**config.mk**
```make
export PLATFORM = sky130hd
export DESIGN_NAME = load_store_unit
export DESIGN_NICKNAME = d
export VERILOG_FILES = /design/src/rtl/lsu_pkg.sv /design/src/rtl/lsu_load_align.sv /design/src/rtl/load_store_unit.sv
export SDC_FILE = /design/constraint.sdc
export NUM_CORES = 1
export LEC_CHECK = 0
export CORE_MARGIN = 1
export CORE_UTILIZATION = 40
export CTS_CLUSTER_DIAMETER = 40
export DETAILED_ROUTE_END_ITERATION = 8
export GPL_TIMING_DRIVEN = 0
export PLACE_DENSITY = 0.78
export SLEW_MARGIN = 10
export SYNTH_ARGS = -nofsm -noshare
export SYNTH_HDL_FRONTEND = slang
export SYNTH_HIERARCHICAL = 1
export SYNTH_SLANG_ARGS = --single-unit
```
**constraint.sdc**
```tcl
create_clock -name clk_in -period 2.27 [get_ports clk_in]
set_input_delay 0.454 -clock clk_in [delete_from_list [all_inputs] [get_ports clk_in]]
set_output_delay 0.454 -clock clk_in [all_outputs]
set_load 0.03 [all_outputs]
```
**src/rtl/lsu_pkg.sv**
```systemverilog
// lsu_pkg: shared funct3 codes, strobe bases, FSM states and the op legality check for the load/store unit.
package lsu_pkg;
   localparam logic [2:0] F3_B  = 3'b000;
   localparam logic [2:0] F3_H  = 3'b001;
   localparam logic [2:0] F3_W  = 3'b010;
   localparam logic [2:0] F3_BU = 3'b100;
   localparam logic [2:0] F3_HU = 3'b101;
   localparam logic [3:0] STRB_B = 4'b0001;
   localparam logic [3:0] STRB_H = 4'b0011;
   localparam logic [3:0] STRB_W = 4'b1111;
   typedef enum logic [1:0] {IDLE, REQ, WB} state_t;
   function automatic logic op_ok(input logic is_load, input logic [2:0] f3, input logic [1:0] off);
      return (f3 == F3_B) || (is_load && f3 == F3_BU) ||
             ((f3 == F3_H || (is_load && f3 == F3_HU)) && !off[0]) ||
             (f3 == F3_W && off == 2'b00);
   endfunction
endpackage

```
**src/rtl/lsu_load_align.sv**
```systemverilog
// lsu_load_align: picks the addressed byte/halfword lane out of a read word and sign- or zero-extends it.
module lsu_load_align
   import lsu_pkg::*;
(
   input  logic [31:0] word_in,
   input  logic [1:0]  off_in,
   input  logic [2:0]  funct3_in,
   output logic [31:0] data_out
);
   logic [31:0] lane;
   always_comb begin
      lane = word_in >> {off_in, 3'b000};
      data_out = funct3_in == F3_B  ? {{24{lane[7]}}, lane[7:0]} :
                 funct3_in == F3_H  ? {{16{lane[15]}}, lane[15:0]} :
                 funct3_in == F3_BU ? {24'b0, lane[7:0]} :
                 funct3_in == F3_HU ? {16'b0, lane[15:0]} : lane;
   end
endmodule

```
**src/rtl/load_store_unit.sv**
```systemverilog
// load_store_unit: RV32I memory stage running one req/ready bus transaction per op and producing load writeback.
module load_store_unit
   import lsu_pkg::*;
#(
   parameter int TIMEOUT_CYCLES = 16,
   parameter int CNT_W          = 5
) (
   input  logic        clk_in,
   input  logic        rst_in,
   input  logic        start_in,
   input  logic        is_load_in,
   input  logic [2:0]  funct3_in,
   input  logic [31:0] addr_in,
   input  logic [31:0] store_data_in,
   input  logic [4:0]  rd_addr_in,
   output logic        bus_req_out,
   output logic        bus_we_out,
   output logic [31:0] bus_addr_out,
   output logic [31:0] bus_wdata_out,
   output logic [3:0]  bus_strb_out,
   input  logic        bus_ready_in,
   input  logic [31:0] bus_rdata_in,
   output logic        busy_out,
   output logic [4:0]  rd_addr_out,
   output logic [31:0] rd_data_out,
   output logic        wr_en_out,
   output logic        err_out
);
   state_t      state_q, state_d;
   logic        bus_req_q, bus_req_d, bus_we_q, bus_we_d;
   logic [31:0] bus_addr_q, bus_addr_d, bus_wdata_q, bus_wdata_d;
   logic [3:0]  bus_strb_q, bus_strb_d;
   logic [4:0]  rd_addr_q, rd_addr_d, rd_lat_q, rd_lat_d;
   logic [31:0] rd_data_q, rd_data_d;
   logic        wr_en_q, wr_en_d, err_q, err_d, is_load_q, is_load_d;
   logic [2:0]  funct3_q, funct3_d;
   logic [1:0]  off_q, off_d;
   logic [CNT_W-1:0] cnt_q, cnt_d;
   logic [31:0] load_data;

   lsu_load_align u_align (
      .word_in  (bus_rdata_in),
      .off_in   (off_q),
      .funct3_in(funct3_q),
      .data_out (load_data)
   );

   always_comb begin
      state_d     = state_q;
      bus_req_d   = bus_req_q;
      bus_we_d    = bus_we_q;
      bus_addr_d  = bus_addr_q;
      bus_wdata_d = bus_wdata_q;
      bus_strb_d  = bus_strb_q;
      rd_addr_d   = rd_addr_q;
      rd_lat_d    = rd_lat_q;
      rd_data_d   = rd_data_q;
      is_load_d   = is_load_q;
      funct3_d    = funct3_q;
      off_d       = off_q;
      cnt_d       = cnt_q;
      wr_en_d     = 1'b0;
      err_d       = 1'b0;
      if (state_q == IDLE && start_in) begin
         if (op_ok(is_load_in, funct3_in, addr_in[1:0])) begin
            state_d     = REQ;
            is_load_d   = is_load_in;
            funct3_d    = funct3_in;
            off_d       = addr_in[1:0];
            rd_lat_d    = rd_addr_in;
            cnt_d       = '0;
            bus_req_d   = 1'b1;
            bus_we_d    = !is_load_in;
            bus_addr_d  = {addr_in[31:2], 2'b00};
            bus_strb_d  = is_load_in ? 4'b0000 :
                          funct3_in == F3_B ? STRB_B << addr_in[1:0] :
                          funct3_in == F3_H ? STRB_H << addr_in[1:0] : STRB_W;
            bus_wdata_d = funct3_in == F3_B ? {4{store_data_in[7:0]}} :
                          funct3_in == F3_H ? {2{store_data_in[15:0]}} : store_data_in;
         end else begin
            err_d = 1'b1;
         end
      end else if (state_q == REQ) begin
         if (bus_ready_in) begin
            bus_req_d = 1'b0;
            state_d   = is_load_q ? WB : IDLE;
            if (is_load_q) begin
               rd_data_d = load_data;
               rd_addr_d = rd_lat_q;
               wr_en_d   = rd_lat_q != 5'd0;
            end
         end else if (TIMEOUT_CYCLES != 0 && cnt_q == CNT_W'(TIMEOUT_CYCLES - 1)) begin
            bus_req_d = 1'b0;
            err_d     = 1'b1;
            state_d   = IDLE;
         end else begin
            cnt_d = cnt_q + 1'b1;
         end
      end else if (state_q == WB) begin
         state_d = IDLE;
      end
   end

   always_ff @(posedge clk_in) begin
      if (!rst_in) begin
         state_q     <= IDLE;
         bus_req_q   <= 1'b0;
         bus_we_q    <= 1'b0;
         bus_addr_q  <= '0;
         bus_wdata_q <= '0;
         bus_strb_q  <= '0;
         rd_addr_q   <= '0;
         rd_lat_q    <= '0;
         rd_data_q   <= '0;
         is_load_q   <= 1'b0;
         funct3_q    <= '0;
         off_q       <= '0;
         cnt_q       <= '0;
         wr_en_q     <= 1'b0;
         err_q       <= 1'b0;
      end else begin
         state_q     <= state_d;
         bus_req_q   <= bus_req_d;
         bus_we_q    <= bus_we_d;
         bus_addr_q  <= bus_addr_d;
         bus_wdata_q <= bus_wdata_d;
         bus_strb_q  <= bus_strb_d;
         rd_addr_q   <= rd_addr_d;
         rd_lat_q    <= rd_lat_d;
         rd_data_q   <= rd_data_d;
         is_load_q   <= is_load_d;
         funct3_q    <= funct3_d;
         off_q       <= off_d;
         cnt_q       <= cnt_d;
         wr_en_q     <= wr_en_d;
         err_q       <= err_d;
      end
   end

   assign bus_req_out   = bus_req_q;
   assign bus_we_out    = bus_we_q;
   assign bus_addr_out  = bus_addr_q;
   assign bus_wdata_out = bus_wdata_q;
   assign bus_strb_out  = bus_strb_q;
   assign rd_addr_out   = rd_addr_q;
   assign rd_data_out   = rd_data_q;
   assign wr_en_out     = wr_en_q;
   assign err_out       = err_q;
   assign busy_out      = state_q != IDLE;
endmodule
```
# Word-level counts from Yosys, hierarchy flattened
# Cells that the tools add are included.
# word_totals
register_bits	125
out_inout_bits	110
input_bits	109
# classes
muxes	31
addsub	1
bitwise	5
eq_ne	14
n_reduce_logical	26
shift	3
# op_table
op	n
32-bit 2-to-1 mux	6
32-bit by 5-bit right shift with 32-bit output	1
5-bit 2-to-1 mux	5
2-bit 2-to-1 mux	7
3-bit equality test, second input constant	4
4-bit 2-to-1 mux	3
1-bit 2-to-1 mux	10
4-bit AND reduction	2
3-bit by 1-bit equality test with 1-bit output, second input constant	2
3-bit logical NOT	2
3-bit AND reduction	2
3-bit nonzero test	2
5-bit by 1-bit adder with 5-bit output, second input constant	1
5-bit by 4-bit equality test with 1-bit output, second input constant	1
1-bit logical AND	5
1-bit NOT	5
5-bit nonzero test	1
5-bit OR reduction	1
2-bit logical NOT	2
1-bit logical OR	4
2-bit by 1-bit != test with 1-bit output, second input constant	2
4-bit by 3-bit != test with 1-bit output, second input constant	1
2-bit nonzero test	2
1-bit by 2-bit left shift with 4-bit output, first input constant	1
7 further kinds	8

# Logic depth before layout (Yosys ltp)
# logic_depth
word_depth	8
ltp_mapped	8
ltp_nobuf	7

# Hierarchy
# Netlist, hierarchy kept.
# modules_own_cells
mod	n_inst	cells_per_inst	area_per_inst_um2
load_store_unit	1	620	5086.1
lsu_load_align	1	117	749.5

# Worst setup path after synthesis
# Ideal clock, no wire load.
# synth_path
kind	reg-to-reg
from	register cnt_q[0]
to	register cnt_q[3]
path_slack_ns	0.361
n_path_buf	0
arrival_time_ns	1.831
setup_ns	0.078
stages_incl_launch_ff	8
cell_sequence	dfxtp_1 > ha_1 > and3_1 > ha_1 > nor4b_1 > nand4_1 > xor2_1 > nor3_1
# synth_between
elab_chain_len	5
elab_cells_between_ends	8
cone_classes	add/sub: 1; eq/ne: 2; mux: 4; reduce/logical: 1
# synth_rtl
element	line_no	source
start: declaration	load_store_unit.sv:38	logic [CNT_W-1:0] cnt_q, cnt_d;
start signal: assignment	load_store_unit.sv:134	cnt_q <= cnt_d;
5-bit by 1-bit adder with 5-bit output	load_store_unit.sv:97	cnt_d = cnt_q + 1'b1;
5-bit 2-to-1 mux	load_store_unit.sv:92	end else if (TIMEOUT_CYCLES != 0 && cnt_q == CNT_W'(TIMEOUT_CYCLES - 1)) begin
5-bit 2-to-1 mux	load_store_unit.sv:84	if (bus_ready_in) begin
5-bit 2-to-1 mux	load_store_unit.sv:83	end else if (state_q == REQ) begin
5-bit 2-to-1 mux	load_store_unit.sv:64	if (state_q == IDLE && start_in) begin
# Parallel ways exist; a longest one is shown, timed or not. The select of a mux whose other input is x is not followed.
# A chain may end at the register's enable or synchronous reset.

# Final worst setup path
# layout_path
from	input funct3_in[2]
to	register bus_wdata_q[20], in the netlist bus_wdata_out[20]
# layout_between
elab_chain_len	7
elab_cells_between_ends	16
cone_classes	eq/ne: 4; mux: 2; reduce/logical: 10
# layout_rtl
element	line_no	source
start: declaration	load_store_unit.sv:12	input logic [2:0] funct3_in,
3-bit equality test	lsu_pkg.sv:14	((f3 == F3_H || (is_load && f3 == F3_HU)) && !off[0]) ||
1-bit logical AND	lsu_pkg.sv:14	
1-bit logical OR	lsu_pkg.sv:14	
1-bit logical AND	lsu_pkg.sv:14	
1-bit logical OR	lsu_pkg.sv:13	return (f3 == F3_B) || (is_load && f3 == F3_BU) ||
1-bit logical OR	lsu_pkg.sv:14	
2-bit AND reduction (no source line)	-	
end signal: assignment	load_store_unit.sv:126	bus_wdata_q <= bus_wdata_d;
end: declaration	load_store_unit.sv:31	logic [31:0] bus_addr_q, bus_addr_d, bus_wdata_q, bus_wdata_d;
# Parallel ways exist; a longest one is shown, timed or not.

==> metrics.md <==
| Metric | Value |
|---|---|
| Critical Path Fanout Max | `10` |
| Worst setup EP type | `flop` |
| Drt total wl | `20.39 mm` |
| GRT Resource Usage Total | `0.2753` |
| Slew Viols, Final | `0` |
| Internal power | `0.004439 W` |
| Drt via density | `5.456` |
| Worst skew pair latency | `0.42 ns` |
| WP data required | `2.59 ns` |
| Clock power share | `0.451` |
| GPL Wtd Cong | `between 0.9 and 1` |
| Unique masters post-synth | `45` |
| Max H-tree Level | `4` |
| CTS root buf | `clkbuf_16` |
| Peak VDD IR | `508.8 uV` |
| Global-route wire length before repair | `31.39 mm` |
| Antenna violations before repair | `1` |
| Residual DRC | `0` |
| Post-CTS Hold Fix Bufs | `0` |
| Crit-path max cell delay | `0.54 ns` |
| Die width | `122.8 um` |
| Routed Antenna Nets | `0` |
| NetSw | `approximately 0.0016 W` |
| Area leader, netlist | `dfxtp_1` |
| Share of layout cells above drive strength 1 | `0.07833` |
| R2R setup slack | `0.21 ns` |
| Total CTS buffers | `17` |
| Lkg Pwr | `3.000 nW` |
| Startpoint types | `input port` |
| Port bufs | `between 200 and 250` |
| Buf/Inv on CP | `3` |
| Post-synth top area share | `0.4288` |
| Final Critical Period | `2.204 ns` |
| Run status | `completed` |
| Die area | `15080 um^2` |
| Fmax | `0.4537 GHz` |
| DR pass1 iterations | `7` |
| CTS Buffer Depth | `2` |
| Die height | `122.8 um` |
| Period utilisation layout | `0.9709` |
| Largest delay contributor family on the critical path | `buffers and inverters` |
| Syn. warnings | `6` |
| Clock sink total | `125` |
| Post-synth EDFFs | `0` |
| Power per cell area | `683.9 nW/um^2` |
| Synth Register Bits | `125` |
| Asr flop ratio synth | `0` |
| Cell count after synthesis | `between 700 and 800` |
| Iteration-0 DRC count of the detailed router | `615` |
| Max cap viols | `0` |
| Synthesized area | `between 5000 and 6000 um^2` |
| Final Util | `0.6294` |
| Maximum number of pins on one net before global-route repair | `17` |
| Switching share of power | `0.2656` |
| Arrival @ worst endpoint | `2.53 ns` |
| Total number of vias | `6351` |
| Crit-path cells | `clkdlybuf4s50_1 -> clkbuf_1 -> nor2_4 -> buf_1 -> nand2_1 -> a311oi_1` |
| Site row count | `43` |
| Grt ovf | `0` |
| Largest cells by area after synthesis | `dfxtp_1 (43%), a21oi_1 (13%), nand2_1 (7.3%)` |
| Clock transition at the registers of the reported paths | `0.06 ns` |
| Main synth FF type | `dfxtp_1` |
| Drt wl/cell | `17.52 um` |
| Vias in the first global route | `6012` |
| Final hold violation count | `0` |
| Sequential Power Share | `0.380` |
| Setup-failing EPs final | `0` |
| Layout Area Growth over Synthesis | `51.46%` |
| Design Area, Final | `around 8800 um^2` |
| Gate power share | `0.169` |
| CTS tree | `yes` |
| Post-CTS setup buffers | `0` |
| Setup TNS | `0 ns` |
| Total power | `0.006045 W` |
| Synth Area per Inst | `7.918 um^2` |
| Hpwl dp | `~15 mm` |
| Slew Limit Headroom | `0.4063` |
| Placed cell area | `8207 um^2` |
| Final net count | `1086` |
| CP max stage cell | `clkdlybuf4s50_1` |
| CORE AREA | `14040 um^2` |
| Final Skew | `0.006272 ns` |
| CP Class | `in -> reg` |
| Initial Util | `0.4156` |
| Worst Hold Class | `in -> reg` |
| Seq/Total Area, Yosys | `0.4288` |
| IO Pins | `219` |
| Worst slew pin tran | `0.8857 ns` |
==> cell usage after synthesis (all sizes together), types with 2 or more instances <==
library cell,n
xor2,2
o2111ai,8
a21oi,152
ha,6
a2111o,2
buf,19
inv,7
nand3,60
o211ai,3
a211oi,8
nand2,113
nand2b,7
or2,9
o21ai,80
mux2i,32
nor2b,3
nor3,5
a311oi,8
clkbuf,51
nor2,11
dfxtp,125
mux2,9
==> tightest hold or removal path: cells and delay by family <==
kind,cells,cell delay (ns)
AO/OA/AOI/OAI,1,0.06
buffers and inverters,1,0.19
AND/OR/NAND/NOR,1,0.10
==> cell type report <==
class                      instances  area [um^2]
timing repair buffer             214         2147
fill                            1240         5204
antenna                            1        2.502
sequential                       125         2502
buffer                            70        314.1
multi-input combinational        535         3028
tap                              180        225.2
clock inverter                    12        146.4
clock buffer                      19        442.9
inverter                           8        30.03
==> worst paths after layout <==
check	start	endpoint	cells after the start
worst min-delay path	addr_in[1]	off_q[1]	3
worst max-delay path	funct3_in[2]	bus_wdata_out[20]	6
worst min register to register	rd_data_out[13]	rd_data_out[13]	2
worst max register to register	off_q[1]	rd_data_out[8]	6
==> kinds of logic after synthesis <==
logic type,after synthesis,synth area share
adders and majority gates,6,0.01286
buffers and inverters,78,0.05789
xor gates and xnor gates,2,0.003002
AOI/OAI and AO/OA,269,0.2541
and+or+nand+nor,214,0.1666
DFF,125,0.4288
muxes,42,0.07612
other,1,0.0006426
==> state kept, by name, indices dropped and copies added, names as in the netlist, 2 cells and up <==
name           count
funct3_q           3
off_q              2
cnt_q              5
rd_data_out       32
rd_lat_q           5
state_q            2
rd_addr_out        5
bus_strb_out       4
bus_addr_out      30
bus_wdata_out     32
==> per-stage QoR <==
step | hold slack, ns | setup slack, ns | instances
6_report | 0.4334 | 0.06600 | 1164
5_1_grt | 0.4384 | -0.01464 | 1164
4_1_cts | 0.4559 | 0.01262 | 1163
3_5_place_dp | 0.4481 | -0.5037 | 1132
3_3_place_gp | 0.4422 | -0.4946 | 1132
2_1_floorplan | 0.4359 | 0.3610 | 738
==> routing by layer <==
| metal | share of wire | track usage | wire length (um) |
|---|---|---|---|
| met5 | 0 | 0 | 0 |
| met4 | 0.021 | 0.1014 | 422 |
| met3 | 0.10 | 0.09898 | 2038 |
| met2 | 0.47 | 0.4582 | 9655 |
| met1 | 0.41 | 0.3231 | 8276 |
==> cell usage in the layout, fill, tap and decap left out, types with 3 or more instances in the layout <==
master,netlist,layout
a211oi_1,8,8
a21oi_1,152,152
a311oi_1,8,8
buf_1,2,3
buf_2,12,11
buf_4,2,3
buf_6,3,3
bufinv_16,0,3
clkbuf_1,51,48
clkbuf_16,0,17
clkbuf_2,0,3
clkdlybuf4s50_1,0,212
clkinv_2,0,5
clkinvlp_4,0,3
dfxtp_1,125,125
ha_1,6,6
inv_1,7,7
mux2_2,9,9
mux2i_1,32,32
nand2_1,113,113
nand2b_1,7,7
nand3_1,60,60
nor2_1,9,9
nor2b_1,3,3
nor3_1,3,3
o2111ai_1,8,8
o211ai_1,3,3
o21ai_0,80,80
or2_2,9,9
==> power groups by stage <==
stage	Combinational [W]	Sequential, W	Clock [W]
after floorplan	0.000421	0.00245	0
after CTS	0.00101	0.00230	0.00275
after global routing	0.00110	0.00231	0.00287
after detailed placement	0.000997	0.00234	0
final	0.00102	0.00230	0.00272
after global placement	0.000993	0.00234	0
==> what timing repair did <==
action | CTS | global route
endpoints found under the setup margin | 16 | 59
cloned | 0 | 0
resized for setup | 3 | 11
Power figures use the tool's default switching activity.
